**config.mk**
```make
export PLATFORM = sky130hd
export DESIGN_NAME = timer_entry_controller_flat
export DESIGN_NICKNAME = d
export VERILOG_FILES = /design/src/rtl/timer_entry_if.sv /design/src/rtl/timer_entry_controller.sv /design/src/flat_wrapper.sv
export SDC_FILE = /design/constraint.sdc
export NUM_CORES = 1
export LEC_CHECK = 0
export CAP_MARGIN = 20
export CORE_MARGIN = 2
export CORE_UTILIZATION = 55
export DETAILED_ROUTE_END_ITERATION = 10
export GPL_ROUTABILITY_DRIVEN = 0
export PLACE_DENSITY = 0.84
export SLEW_MARGIN = 25
export SYNTH_ARGS = -nofsm -noshare
export SYNTH_HDL_FRONTEND = slang
export SYNTH_SLANG_ARGS = --single-unit
```
**constraint.sdc**
```tcl
create_clock -name clock -period 4.3 [get_ports clock]
set_input_delay 0.645 -clock clock [delete_from_list [all_inputs] [get_ports clock]]
set_output_delay 0.645 -clock clock [all_outputs]
set_load 0.01 [all_outputs]
```
**src/rtl/timer_entry_if.sv**
```systemverilog
`default_nettype none
// ============================================================================
//  Module      : timer_entry_if
//  Description : Keypad / door / datapath handshake bundle for the microwave
//                timer entry controller.
//  Revision    : 1.0 - initial release
// ============================================================================
interface timer_entry_if;
    // Keypad and door inputs, datapath status
    logic       key_pressed;
    logic [3:0] key_code;
    logic       door_closed;
    logic       timer_busy;

    // BCD entry buffer and digit count
    logic [3:0] min_tens;
    logic [3:0] min_ones;
    logic [3:0] sec_tens;
    logic [3:0] sec_ones;
    logic [2:0] digit_count;

    // Single-cycle strobes
    logic       key_ack;
    logic       load_pulse;
    logic       start_pulse;
    logic       stop_pulse;
    logic       entry_error;

    // Environment side: drives keys, door and busy; observes controller
    modport master (
        output key_pressed, key_code, door_closed, timer_busy,
        input  min_tens, min_ones, sec_tens, sec_ones, digit_count,
        input  key_ack, load_pulse, start_pulse, stop_pulse, entry_error
    );

    // Controller side
    modport slave (
        input  key_pressed, key_code, door_closed, timer_busy,
        output min_tens, min_ones, sec_tens, sec_ones, digit_count,
        output key_ack, load_pulse, start_pulse, stop_pulse, entry_error
    );
endinterface
`default_nettype wire

```
**src/rtl/timer_entry_controller.sv**
```systemverilog
`default_nettype none
// ============================================================================
//  Module      : timer_entry_controller
//  Description : Keypad debouncer and MM:SS entry sequencer for the microwave
//                timer; issues load/start/stop strobes to the countdown path.
//  Revision    : 1.0 - initial release
// ============================================================================
module timer_entry_controller #(
    parameter int DEBOUNCE_CYCLES = 4,
    parameter int QUICK_START_SEC = 30
) (
    input  wire logic    clock,
    input  wire logic    clear,
    timer_entry_if.slave bus
);

    typedef enum logic [1:0] {
        IDLE     = 2'd0,
        ENTRY    = 2'd1,
        STARTING = 2'd2,
        RUNNING  = 2'd3
    } state_t;

    localparam logic [2:0] DEB_TARGET  = 3'(DEBOUNCE_CYCLES);
    localparam logic [2:0] DEB_MAX     = 3'd7;
    localparam logic [3:0] QS_TENS     = 4'(QUICK_START_SEC / 10);
    localparam logic [3:0] QS_ONES     = 4'(QUICK_START_SEC % 10);
    localparam logic [3:0] CODE_DIGMAX = 4'd9;
    localparam logic [3:0] CODE_START  = 4'd10;
    localparam logic [3:0] CODE_CANCEL = 4'd11;

    state_t     state, state_nxt;

    // Debounce registers
    logic [2:0] deb_count, deb_count_nxt;
    logic       lock, lock_nxt;
    logic [3:0] prev_code;
    logic       accept;

    // Entry buffer and strobes
    logic [3:0] min_tens, min_tens_nxt;
    logic [3:0] min_ones, min_ones_nxt;
    logic [3:0] sec_tens, sec_tens_nxt;
    logic [3:0] sec_ones, sec_ones_nxt;
    logic [2:0] digit_count, digit_count_nxt;
    logic       seen_busy, seen_busy_nxt;
    logic       key_ack, load_pulse, start_pulse, stop_pulse, entry_error;
    logic       load_nxt, start_nxt, stop_nxt, error_nxt;

    logic       is_digit, is_start, is_cancel;

    assign is_digit  = accept && (bus.key_code <= CODE_DIGMAX);
    assign is_start  = accept && (bus.key_code == CODE_START);
    assign is_cancel = accept && (bus.key_code == CODE_CANCEL);

    // Debounce: count stable pressed cycles, accept once per press
    always_comb begin
        deb_count_nxt = deb_count;
        lock_nxt      = lock;
        accept        = 1'b0;
        if (!bus.key_pressed) begin
            deb_count_nxt = 3'd0;
            lock_nxt      = 1'b0;
        end else begin
            if (bus.key_code != prev_code) begin
                deb_count_nxt = 3'd1;
            end else if (deb_count != DEB_MAX) begin
                deb_count_nxt = deb_count + 3'd1;
            end
            // Unused codes still lock so a held unused key never repeats
            if ((deb_count_nxt == DEB_TARGET) && !lock) begin
                lock_nxt = 1'b1;
                accept   = (bus.key_code <= CODE_CANCEL);
            end
        end
    end

    // Debounce state registers
    always_ff @(posedge clock) begin
        if (clear) begin
            deb_count <= 3'd0;
            lock      <= 1'b0;
            prev_code <= 4'd0;
        end else begin
            deb_count <= deb_count_nxt;
            lock      <= lock_nxt;
            prev_code <= bus.key_code;
        end
    end

    // Sequencer next-state, buffer and strobe decisions
    always_comb begin
        state_nxt       = state;
        min_tens_nxt    = min_tens;
        min_ones_nxt    = min_ones;
        sec_tens_nxt    = sec_tens;
        sec_ones_nxt    = sec_ones;
        digit_count_nxt = digit_count;
        seen_busy_nxt   = seen_busy;
        load_nxt        = 1'b0;
        start_nxt       = 1'b0;
        stop_nxt        = 1'b0;
        error_nxt       = 1'b0;

        case (state)
            IDLE: begin
                if (is_digit) begin
                    min_tens_nxt    = 4'd0;
                    min_ones_nxt    = 4'd0;
                    sec_tens_nxt    = 4'd0;
                    sec_ones_nxt    = bus.key_code;
                    digit_count_nxt = 3'd1;
                    state_nxt       = ENTRY;
                end else if (is_start) begin
                    if (bus.door_closed) begin
                        // Quick start: load a fixed seconds value
                        min_tens_nxt = 4'd0;
                        min_ones_nxt = 4'd0;
                        sec_tens_nxt = QS_TENS;
                        sec_ones_nxt = QS_ONES;
                        load_nxt     = 1'b1;
                        state_nxt    = STARTING;
                    end else begin
                        error_nxt = 1'b1;
                    end
                end
            end

            ENTRY: begin
                if (is_digit) begin
                    if (digit_count < 3'd4) begin
                        min_tens_nxt    = min_ones;
                        min_ones_nxt    = sec_tens;
                        sec_tens_nxt    = sec_ones;
                        sec_ones_nxt    = bus.key_code;
                        digit_count_nxt = digit_count + 3'd1;
                    end else begin
                        error_nxt = 1'b1;
                    end
                end else if (is_cancel) begin
                    min_tens_nxt    = 4'd0;
                    min_ones_nxt    = 4'd0;
                    sec_tens_nxt    = 4'd0;
                    sec_ones_nxt    = 4'd0;
                    digit_count_nxt = 3'd0;
                    state_nxt       = IDLE;
                end else if (is_start) begin
                    if (!bus.door_closed || (sec_tens > 4'd5)) begin
                        error_nxt = 1'b1;
                    end else begin
                        load_nxt  = 1'b1;
                        state_nxt = STARTING;
                    end
                end
            end

            // One cycle after load so load and start never coincide
            STARTING: begin
                start_nxt     = 1'b1;
                seen_busy_nxt = 1'b0;
                state_nxt     = RUNNING;
            end

            RUNNING: begin
                if (bus.timer_busy) begin
                    seen_busy_nxt = 1'b1;
                end
                if (is_cancel || !bus.door_closed || (seen_busy && !bus.timer_busy)) begin
                    // A natural finish alone needs no stop strobe
                    stop_nxt        = is_cancel || !bus.door_closed;
                    min_tens_nxt    = 4'd0;
                    min_ones_nxt    = 4'd0;
                    sec_tens_nxt    = 4'd0;
                    sec_ones_nxt    = 4'd0;
                    digit_count_nxt = 3'd0;
                    seen_busy_nxt   = 1'b0;
                    state_nxt       = IDLE;
                end
            end

            default: begin
                state_nxt = IDLE;
            end
        endcase
    end

    // FSM state register
    always_ff @(posedge clock) begin
        if (clear) begin
            state <= IDLE;
        end else begin
            state <= state_nxt;
        end
    end

    // Buffer, flag and strobe registers
    always_ff @(posedge clock) begin
        if (clear) begin
            min_tens    <= 4'd0;
            min_ones    <= 4'd0;
            sec_tens    <= 4'd0;
            sec_ones    <= 4'd0;
            digit_count <= 3'd0;
            seen_busy   <= 1'b0;
            key_ack     <= 1'b0;
            load_pulse  <= 1'b0;
            start_pulse <= 1'b0;
            stop_pulse  <= 1'b0;
            entry_error <= 1'b0;
        end else begin
            min_tens    <= min_tens_nxt;
            min_ones    <= min_ones_nxt;
            sec_tens    <= sec_tens_nxt;
            sec_ones    <= sec_ones_nxt;
            digit_count <= digit_count_nxt;
            seen_busy   <= seen_busy_nxt;
            key_ack     <= accept;
            load_pulse  <= load_nxt;
            start_pulse <= start_nxt;
            stop_pulse  <= stop_nxt;
            entry_error <= error_nxt;
        end
    end

    assign bus.min_tens    = min_tens;
    assign bus.min_ones    = min_ones;
    assign bus.sec_tens    = sec_tens;
    assign bus.sec_ones    = sec_ones;
    assign bus.digit_count = digit_count;
    assign bus.key_ack     = key_ack;
    assign bus.load_pulse  = load_pulse;
    assign bus.start_pulse = start_pulse;
    assign bus.stop_pulse  = stop_pulse;
    assign bus.entry_error = entry_error;

endmodule
`default_nettype wire

```
**src/flat_wrapper.sv**
```systemverilog
// flat-port wrapper written by rule: the top's interface ports become plain ports
module timer_entry_controller_flat 
#(
    parameter int DEBOUNCE_CYCLES = 4,
    parameter int QUICK_START_SEC = 30
)
  (clock, clear, bus_key_pressed, bus_key_code, bus_door_closed, bus_timer_busy, bus_min_tens, bus_min_ones, bus_sec_tens, bus_sec_ones, bus_digit_count, bus_key_ack, bus_load_pulse, bus_start_pulse, bus_stop_pulse, bus_entry_error);
  timer_entry_if bus_i ();
  input  wire logic clock;
  input  wire logic clear;
  input wire logic [$bits(bus_i.key_pressed)-1:0] bus_key_pressed;
  input wire logic [$bits(bus_i.key_code)-1:0] bus_key_code;
  input wire logic [$bits(bus_i.door_closed)-1:0] bus_door_closed;
  input wire logic [$bits(bus_i.timer_busy)-1:0] bus_timer_busy;
  output wire logic [$bits(bus_i.min_tens)-1:0] bus_min_tens;
  output wire logic [$bits(bus_i.min_ones)-1:0] bus_min_ones;
  output wire logic [$bits(bus_i.sec_tens)-1:0] bus_sec_tens;
  output wire logic [$bits(bus_i.sec_ones)-1:0] bus_sec_ones;
  output wire logic [$bits(bus_i.digit_count)-1:0] bus_digit_count;
  output wire logic [$bits(bus_i.key_ack)-1:0] bus_key_ack;
  output wire logic [$bits(bus_i.load_pulse)-1:0] bus_load_pulse;
  output wire logic [$bits(bus_i.start_pulse)-1:0] bus_start_pulse;
  output wire logic [$bits(bus_i.stop_pulse)-1:0] bus_stop_pulse;
  output wire logic [$bits(bus_i.entry_error)-1:0] bus_entry_error;
  assign bus_i.key_pressed = bus_key_pressed;
  assign bus_i.key_code = bus_key_code;
  assign bus_i.door_closed = bus_door_closed;
  assign bus_i.timer_busy = bus_timer_busy;
  assign bus_min_tens = bus_i.min_tens;
  assign bus_min_ones = bus_i.min_ones;
  assign bus_sec_tens = bus_i.sec_tens;
  assign bus_sec_ones = bus_i.sec_ones;
  assign bus_digit_count = bus_i.digit_count;
  assign bus_key_ack = bus_i.key_ack;
  assign bus_load_pulse = bus_i.load_pulse;
  assign bus_start_pulse = bus_i.start_pulse;
  assign bus_stop_pulse = bus_i.stop_pulse;
  assign bus_entry_error = bus_i.entry_error;
  timer_entry_controller #(.DEBOUNCE_CYCLES(DEBOUNCE_CYCLES), .QUICK_START_SEC(QUICK_START_SEC)) u_core (.clock(clock), .clear(clear), .bus(bus_i));
endmodule
```
# ---- Word-level counts from Yosys, hierarchy flattened
# Cells that the tools add are included.
dict set report word_totals {
  register_bits 35
  output_inout_bits 24
  inputBits 9
}
dict set report op_classes {
  addsub 2
  eq_ne 18
  n_lt_le_gt_ge 4
  n_reduce_logical 20
  bitwise 3
  mux 62
}
# op count
set op_table {}
lappend op_table {{2-to-1 mux 4 bit} 17}
lappend op_table {{case mux 4 bit (3 select lines)} 4}
lappend op_table {{2-to-1 mux 3 bit} 8}
lappend op_table {{2-to-1 mux 1 bit} 20}
lappend op_table {{2-to-1 mux 2 bit} 8}
lappend op_table {{AND reduction 6 bit} 2}
lappend op_table {{inequality test 3 x 1 -> 1 bit (second input constant)} 3}
lappend op_table {{inequality test 3 x 2 -> 1 bit (second input constant)} 3}
lappend op_table {{case mux 3 bit (3 select lines)} 1}
lappend op_table {{== test 4 bit (second input constant)} 2}
lappend op_table {{less-or-equal comparator 4 bit (second input constant)} 2}
lappend op_table {{case mux 2 bit (4 select lines)} 1}
lappend op_table {{adder 3 x 1 -> 3 bit (second input constant)} 2}
lappend op_table {{inequality test 3 bit (second input constant)} 2}
lappend op_table {{case mux 1 bit (2 select lines)} 3}
lappend op_table {{logical AND 1 bit} 5}
lappend op_table {{AND reduction 5 bit} 1}
lappend op_table {{== test 2 bit (second input constant)} 2}
lappend op_table {{greater-than comparator 4 x 3 -> 1 bit (second input constant)} 1}
lappend op_table {{inequality test 2 x 1 -> 1 bit (second input constant)} 2}
lappend op_table {{inequality test 4 bit} 1}
lappend op_table {{== test 3 bit (second input constant)} 1}
lappend op_table {{zero test 1 bit} 3}
lappend op_table {{logical OR 1 bit} 3}
lappend op_table {{10 further kinds} 12}

# ---- Logic depth before layout (Yosys ltp)
dict set report depth {
  ltp_word 13
  depth_mapped 10
  mapped_depth_nobuf 7
}

# ---- Worst setup path before layout
# No wires, ideal clock.
dict set report synth_timing {
  path_kind {input to register}
  start {in bus_key_code[2]}
  end {reg u_core.sec_tens[1], in the netlist u_core.bus.sec_tens[1]}
  path_buffers 2
  t_required_ns 4.178
  path_stages 8
  t_arrival_ns 2.250
  setup_time_ns 0.122
  setup_slack_ns 1.928
  path_cell_list {buf_2 xor2_1 nor3_1 nand3_1 buf_6 o21ai_4 nand4_4 o311a_1}
}
dict set report synth_via {
  elab_chain_cells 12
  word_cells_on_any_way 25
  cone_classes {order compare (2); eq/ne (9); mux (7); reduce/logical (7)}
}
# element line
set synth_rtl {}
lappend synth_rtl {{start: declaration} flat_wrapper.sv:12} ;# input wire logic [$bits(bus_i.key_code)-1:0] bus_key_code;
lappend synth_rtl {{inequality test 4 bit} timer_entry_controller.sv:65} ;# if (bus.key_code != prev_code) begin
lappend synth_rtl {{2-to-1 mux 3 bit} timer_entry_controller.sv:65}
lappend synth_rtl {{2-to-1 mux 3 bit} timer_entry_controller.sv:61} ;# if (!bus.key_pressed) begin
lappend synth_rtl {{== test 3 bit} timer_entry_controller.sv:71} ;# if ((deb_count_nxt == DEB_TARGET) && !lock) begin
lappend synth_rtl {{logical AND 1 bit} timer_entry_controller.sv:71}
lappend synth_rtl {{2-to-1 mux 1 bit} timer_entry_controller.sv:71}
lappend synth_rtl {{2-to-1 mux 1 bit} timer_entry_controller.sv:61}
lappend synth_rtl {{logical AND 1 bit} timer_entry_controller.sv:54} ;# assign is_cancel = accept && (bus.key_code == CODE_CANCEL);
lappend synth_rtl {{logical OR 1 bit (2 in a row)} timer_entry_controller.sv:168} ;# if (is_cancel || !bus.door_closed || (seen_busy && !bus.timer_busy)) begin
lappend synth_rtl {{inequality test 2 x 1 -> 1 bit (no line)} --}
lappend synth_rtl {{AND reduction 6 bit (no line)} --}
lappend synth_rtl {{end signal: assignment} timer_entry_controller.sv:213} ;# sec_tens <= sec_tens_nxt;
lappend synth_rtl {{end: declaration} timer_entry_controller.sv:43} ;# logic [3:0] sec_tens, sec_tens_nxt;
# Parallel ways exist; a longest one is shown, timed or not. The select of a mux whose other input is x is not followed.
# A chain may end at the register's enable or synchronous reset.

# ---- Final worst setup path
# Same ends and word-level chain as after synthesis.

==> impl_results.rst <==
.. list-table::
   :header-rows: 1

   * - Metric
     - Value
   * - Maximum ir drop on the vdd rail
     - approximately 0.00019 V
   * - Routed Antenna Nets
     - 0
   * - Number of vias in the routed layout
     - roughly 1500
   * - Primary FF master, synth
     - sky130_fd_sc_hd__dfxtp_1
   * - Slew Limit Headroom
     - 54.57%
   * - Register bit count reported by yosys
     - 35
   * - H-Tree Level Count
     - 2
   * - Number of pins exceeding their max-slew limit in the final report
     - 0
   * - Die Footprint
     - between 0.003 and 0.004 mm²
   * - X dimension of the die
     - 60.07 µm
   * - Vias in the first global route
     - around 1300
   * - Post-CTS Setup Bufs
     - 0
   * - DRT Wirelength
     - 3504 µm
   * - Xor and xnor area share after synthesis
     - 2.533%
   * - Detailed-router iteration count before antenna repair
     - 4
   * - Worst setup path startpoint
     - bus_key_code[2]
   * - Data arrival time at the worst-slack endpoint
     - around 3.4 ns
   * - Number of nets at the end of the flow
     - roughly 240
   * - First-pass GRT wire length
     - between 5000 and 6000 µm
   * - Number of sinks handled by clock tree synthesis
     - 35
   * - Maximum frequency from static timing analysis
     - 322.5 MHz
   * - Net count of the mapped netlist
     - 210
   * - Endpoint required time on the critical path
     - 4.55 ns
   * - Run status
     - completed
   * - Source of the worst hold timing path
     - u_core.bus.min_tens[1]$_SDFFE_PP0P_
   * - Area of all sequential standard cells
     - between 700 and 800 µm²
   * - Number of distinct library cells after synthesis
     - 41
   * - Post-route clock skew
     - between 0.01 and 0.015 ns
   * - Count of inserted antenna diode cells
     - 0
   * - Total of endpoints with negative setup slack in the final report
     - 0
   * - Dominant combinational cell family by area after synthesis
     - simple AND/OR/NAND/NOR gates
   * - Critical R2R Capture
     - u_core.bus.sec_tens[1]$_SDFFE_PP0P_
   * - Final-report hold violation count
     - 0
   * - Post-Syn Instances
     - 199
   * - Bufs on Longest Clock Path
     - 2
   * - Post-synthesis async set-or-reset flop share
     - 0%
   * - DRC errors left
     - 0
   * - Total of warnings raised by yosys
     - 0
   * - Setup WS post-layout
     - 1.199 ns
   * - Area overhead of the layout relative to synthesis
     - 22.87%
   * - Final routed wire length divided by cell count
     - ~13 µm
   * - Number of design-rule violations left by the first detailed-router iteration
     - 50
   * - Aggregate global-route resource usage
     - between 20 and 25%
   * - Area taken by multi-input logic gates
     - 939.7 µm²
   * - Pin count of the biggest net entering global routing
     - 28
   * - Fill cells
     - ~240
   * - Number of buffers inserted by port buffering
     - 32
   * - Worst setup path category
     - in -> reg
   * - Cell types occupying the most area after synthesis
     - sky130_fd_sc_hd__dfxtp_1, sky130_fd_sc_hd__mux2i_1, sky130_fd_sc_hd__nand2_1
   * - I/O Pins
     - 33
   * - Number of enable-type register cells in the synthesized netlist
     - 0
   * - Most frequent cells in the layout
     - sky130_fd_sc_hd__nand2_1, sky130_fd_sc_hd__dfxtp_1, sky130_fd_sc_hd__clkdlybuf4s50_1, sky130_fd_sc_hd__mux2i_1, sky130_fd_sc_hd__nand3_1
   * - Worst-Margin Slew
     - just under 0.7 ns
   * - Mux share of post-synthesis cell area
     - around a tenth
   * - Cell area power density
     - about 330 mW/mm²
   * - Setup TNS
     - 0 ns
   * - Cell row count
     - 20
   * - Compound-cell area share of the yosys netlist
     - approximately 14%
   * - Leakage
     - a little over 0.0008 µW
   * - Capturing instance or port of the critical path
     - u_core.bus.sec_tens[1]$_SDFFE_PP0P_
   * - Average cell area after synthesis
     - 8.689 µm²
   * - CTS root buf
     - sky130_fd_sc_hd__clkbuf_4
   * - Clock network latency to the later pin of the worst-skew pair
     - 0.35 ns
   * - Worst min-delay path class
     - reg -> reg
   * - Effective utilization at floorplan
     - 57.11%
   * - Adder-cell area share of the yosys netlist
     - under 10%
   * - Clock-pin transition on the worst setup and hold timing paths
     - between 0.1 and 0.15 ns
   * - Post-synthesis sequential area ratio
     - 40.52%
   * - Number of cells traversed by the worst register-to-register path
     - 7
   * - Endpoint kind of the worst setup timing path
     - register
   * - Chip Height
     - between 60 and 70 µm
   * - Simple-gate share of the synthesized area
     - 26.19%
   * - Core area
     - 0.003028 mm²
   * - Proportion of layout cells with a drive suffix above 1
     - under 10%
   * - Cts bufs inserted
     - 5
   * - Critical register-to-register path startpoint
     - u_core.deb_count[1]$_SDFF_PP0_
   * - Biggest area consumer among synthesized cells
     - sky130_fd_sc_hd__dfxtp_1
   * - Post-CTS resize count
     - 0
   * - Synth Cell Area
     - 0.001729 mm²
   * - RSZ-0062 raised after global routing
     - false
   * - Element type at the critical path start
     - input pin
   * - Hold buffer count at CTS
     - 0
   * - Reg-to-reg setup timing slack
     - roughly 1.5 ns
   * - Share of the synthesized area in the top cell type
     - about 40%
   * - TritonCTS clock tree
     - done
   * - Final min period
     - roughly 3.1 ns
   * - Overflow left after global routing
     - 0
   * - Period Utilization, post-route
     - 72.11%
   * - DP Wirelength
     - 2488 µm
   * - Biggest fanout along the worst timing path
     - 16
   * - Initial antenna violation count
     - 0
   * - Max-capacitance violation count
     - 0
   * - Worst setup slack before clock tree synthesis
     - 0.8606 ns
   * - Ratio of routed vias to standard cells
     - about 5.4
-- logic make-up (layout without fill, tap and decap cells) --
| logic type | after synthesis | count (layout) |
|---|---|---|
| AND/OR/NAND/NOR | 91 | 91 |
| flip-flops | 35 | 35 |
| AO/OA/AOI/OAI | 32 | 32 |
| multiplexers | 17 | 17 |
| buffers and inverters | 17 | 46 |
| XOR/XNOR | 5 | 5 |
| adder cells (fa/ha/maj) | 2 | 2 |
-- power breakdown --
part	internal (µW)	total [µW]	leakage [µW]	switching, µW
clock	137	247	0.0000482	110
sequential	335	348	0.000284	13.4
combinational	54.5	115	0.000496	60.7
-- worst min path at each step --
| stage | endpoint | slack [ns] | depth (start not counted) |
|---|---|---|---|
| after CTS | u_core.lock$_SDFFE_PP0N_ | 0.47 | 2 |
| after global placement | u_core.lock$_SDFFE_PP0N_ | 0.44 | 2 |
| after global routing | u_core.lock$_SDFFE_PP0N_ | 0.48 | 2 |
| after detailed placement | u_core.lock$_SDFFE_PP0N_ | 0.45 | 2 |
| after floorplan | u_core.lock$_SDFFE_PP0N_ | 0.43 | 2 |
| final | u_core.bus.min_tens[1]$_SDFFE_PP0P_ | 0.47 | 2 |
-- cells in the mapped netlist (2+ instances only) --
library cell and instances:
sky130_fd_sc_hd__buf_2 2, sky130_fd_sc_hd__nand3b_1 2, sky130_fd_sc_hd__o21ai_0 6, sky130_fd_sc_hd__o21ai_4 2, sky130_fd_sc_hd__and2_1 2, sky130_fd_sc_hd__clkbuf_1 6, sky130_fd_sc_hd__nor3b_1 2, sky130_fd_sc_hd__a21oi_1 7
sky130_fd_sc_hd__nor2b_1 8, sky130_fd_sc_hd__nor2_1 11, sky130_fd_sc_hd__nand4_1 2, sky130_fd_sc_hd__a211oi_1 3, sky130_fd_sc_hd__a41o_1 2, sky130_fd_sc_hd__dfxtp_1 35, sky130_fd_sc_hd__inv_1 5, sky130_fd_sc_hd__ha_1 2
sky130_fd_sc_hd__nand2b_1 4, sky130_fd_sc_hd__xor2_1 5, sky130_fd_sc_hd__nand2_1 35, sky130_fd_sc_hd__nand3_1 12, sky130_fd_sc_hd__mux2i_1 17, sky130_fd_sc_hd__nor3_1 8, sky130_fd_sc_hd__buf_6 3
-- sequential cells by signal, indices dropped and copies added, names as in the netlist --
signal                  flops
u_core.bus.digit_count      3
u_core.bus.sec_ones         4
u_core.lock                 1
u_core.bus.stop_pulse       1
u_core.bus.min_ones         4
u_core.state                2
u_core.bus.load_pulse       1
u_core.bus.key_ack          1
u_core.deb_count            3
u_core.bus.entry_error      1
u_core.bus.min_tens         4
u_core.bus.start_pulse      1
u_core.seen_busy            1
u_core.bus.sec_tens         4
u_core.prev_code            4
-- area by class of cell --
cell class | instances | share of cell area (%)
clock buffer | 6 | 2.415
inverter | 6 | 1.060
multi-input combinational | 147 | 44.23
timing repair buffer | 32 | 15.08
sequential | 35 | 32.98
clock inverter | 2 | 1.649
tap | 44 | 2.591
-- routing by layer --
| metal | GRT usage (%) | wire length [µm] |
|---|---|---|
| met1 | 27.09 | 1671 |
| met2 | 35.25 | 1648 |
| met3 | 7.143 | 159 |
| met4 | 7.302 | 25 |
| met5 | 0 | 0 |
-- critical path, stage by stage --
cell and delay [ns]:
sky130_fd_sc_hd__clkdlybuf4s50_1 0.54, sky130_fd_sc_hd__xor2_1 0.22, sky130_fd_sc_hd__nor3_1 0.24, sky130_fd_sc_hd__nand3_1 0.44, sky130_fd_sc_hd__o21ai_4 0.43, sky130_fd_sc_hd__nand4_4 0.38
sky130_fd_sc_hd__o311a_1 0.45
-- per-stage QoR --
stage	power [µW]	area, µm²	cells	util [%]	hold slack (ns)
4_1_cts	712.9	2125	272	70.17	0.4672
3_5_place_dp	469.4	2038	264	67.31	0.4523
5_1_grt	739.3	2125	272	70.17	0.4830
3_3_place_gp	468.5	2038	264	67.31	0.4420
2_1_floorplan	438.5	1729	199	-	0.4262
6_report	710.4	2125	272	70.17	0.4664
Note: power is estimated with default switching activity, not from simulation.
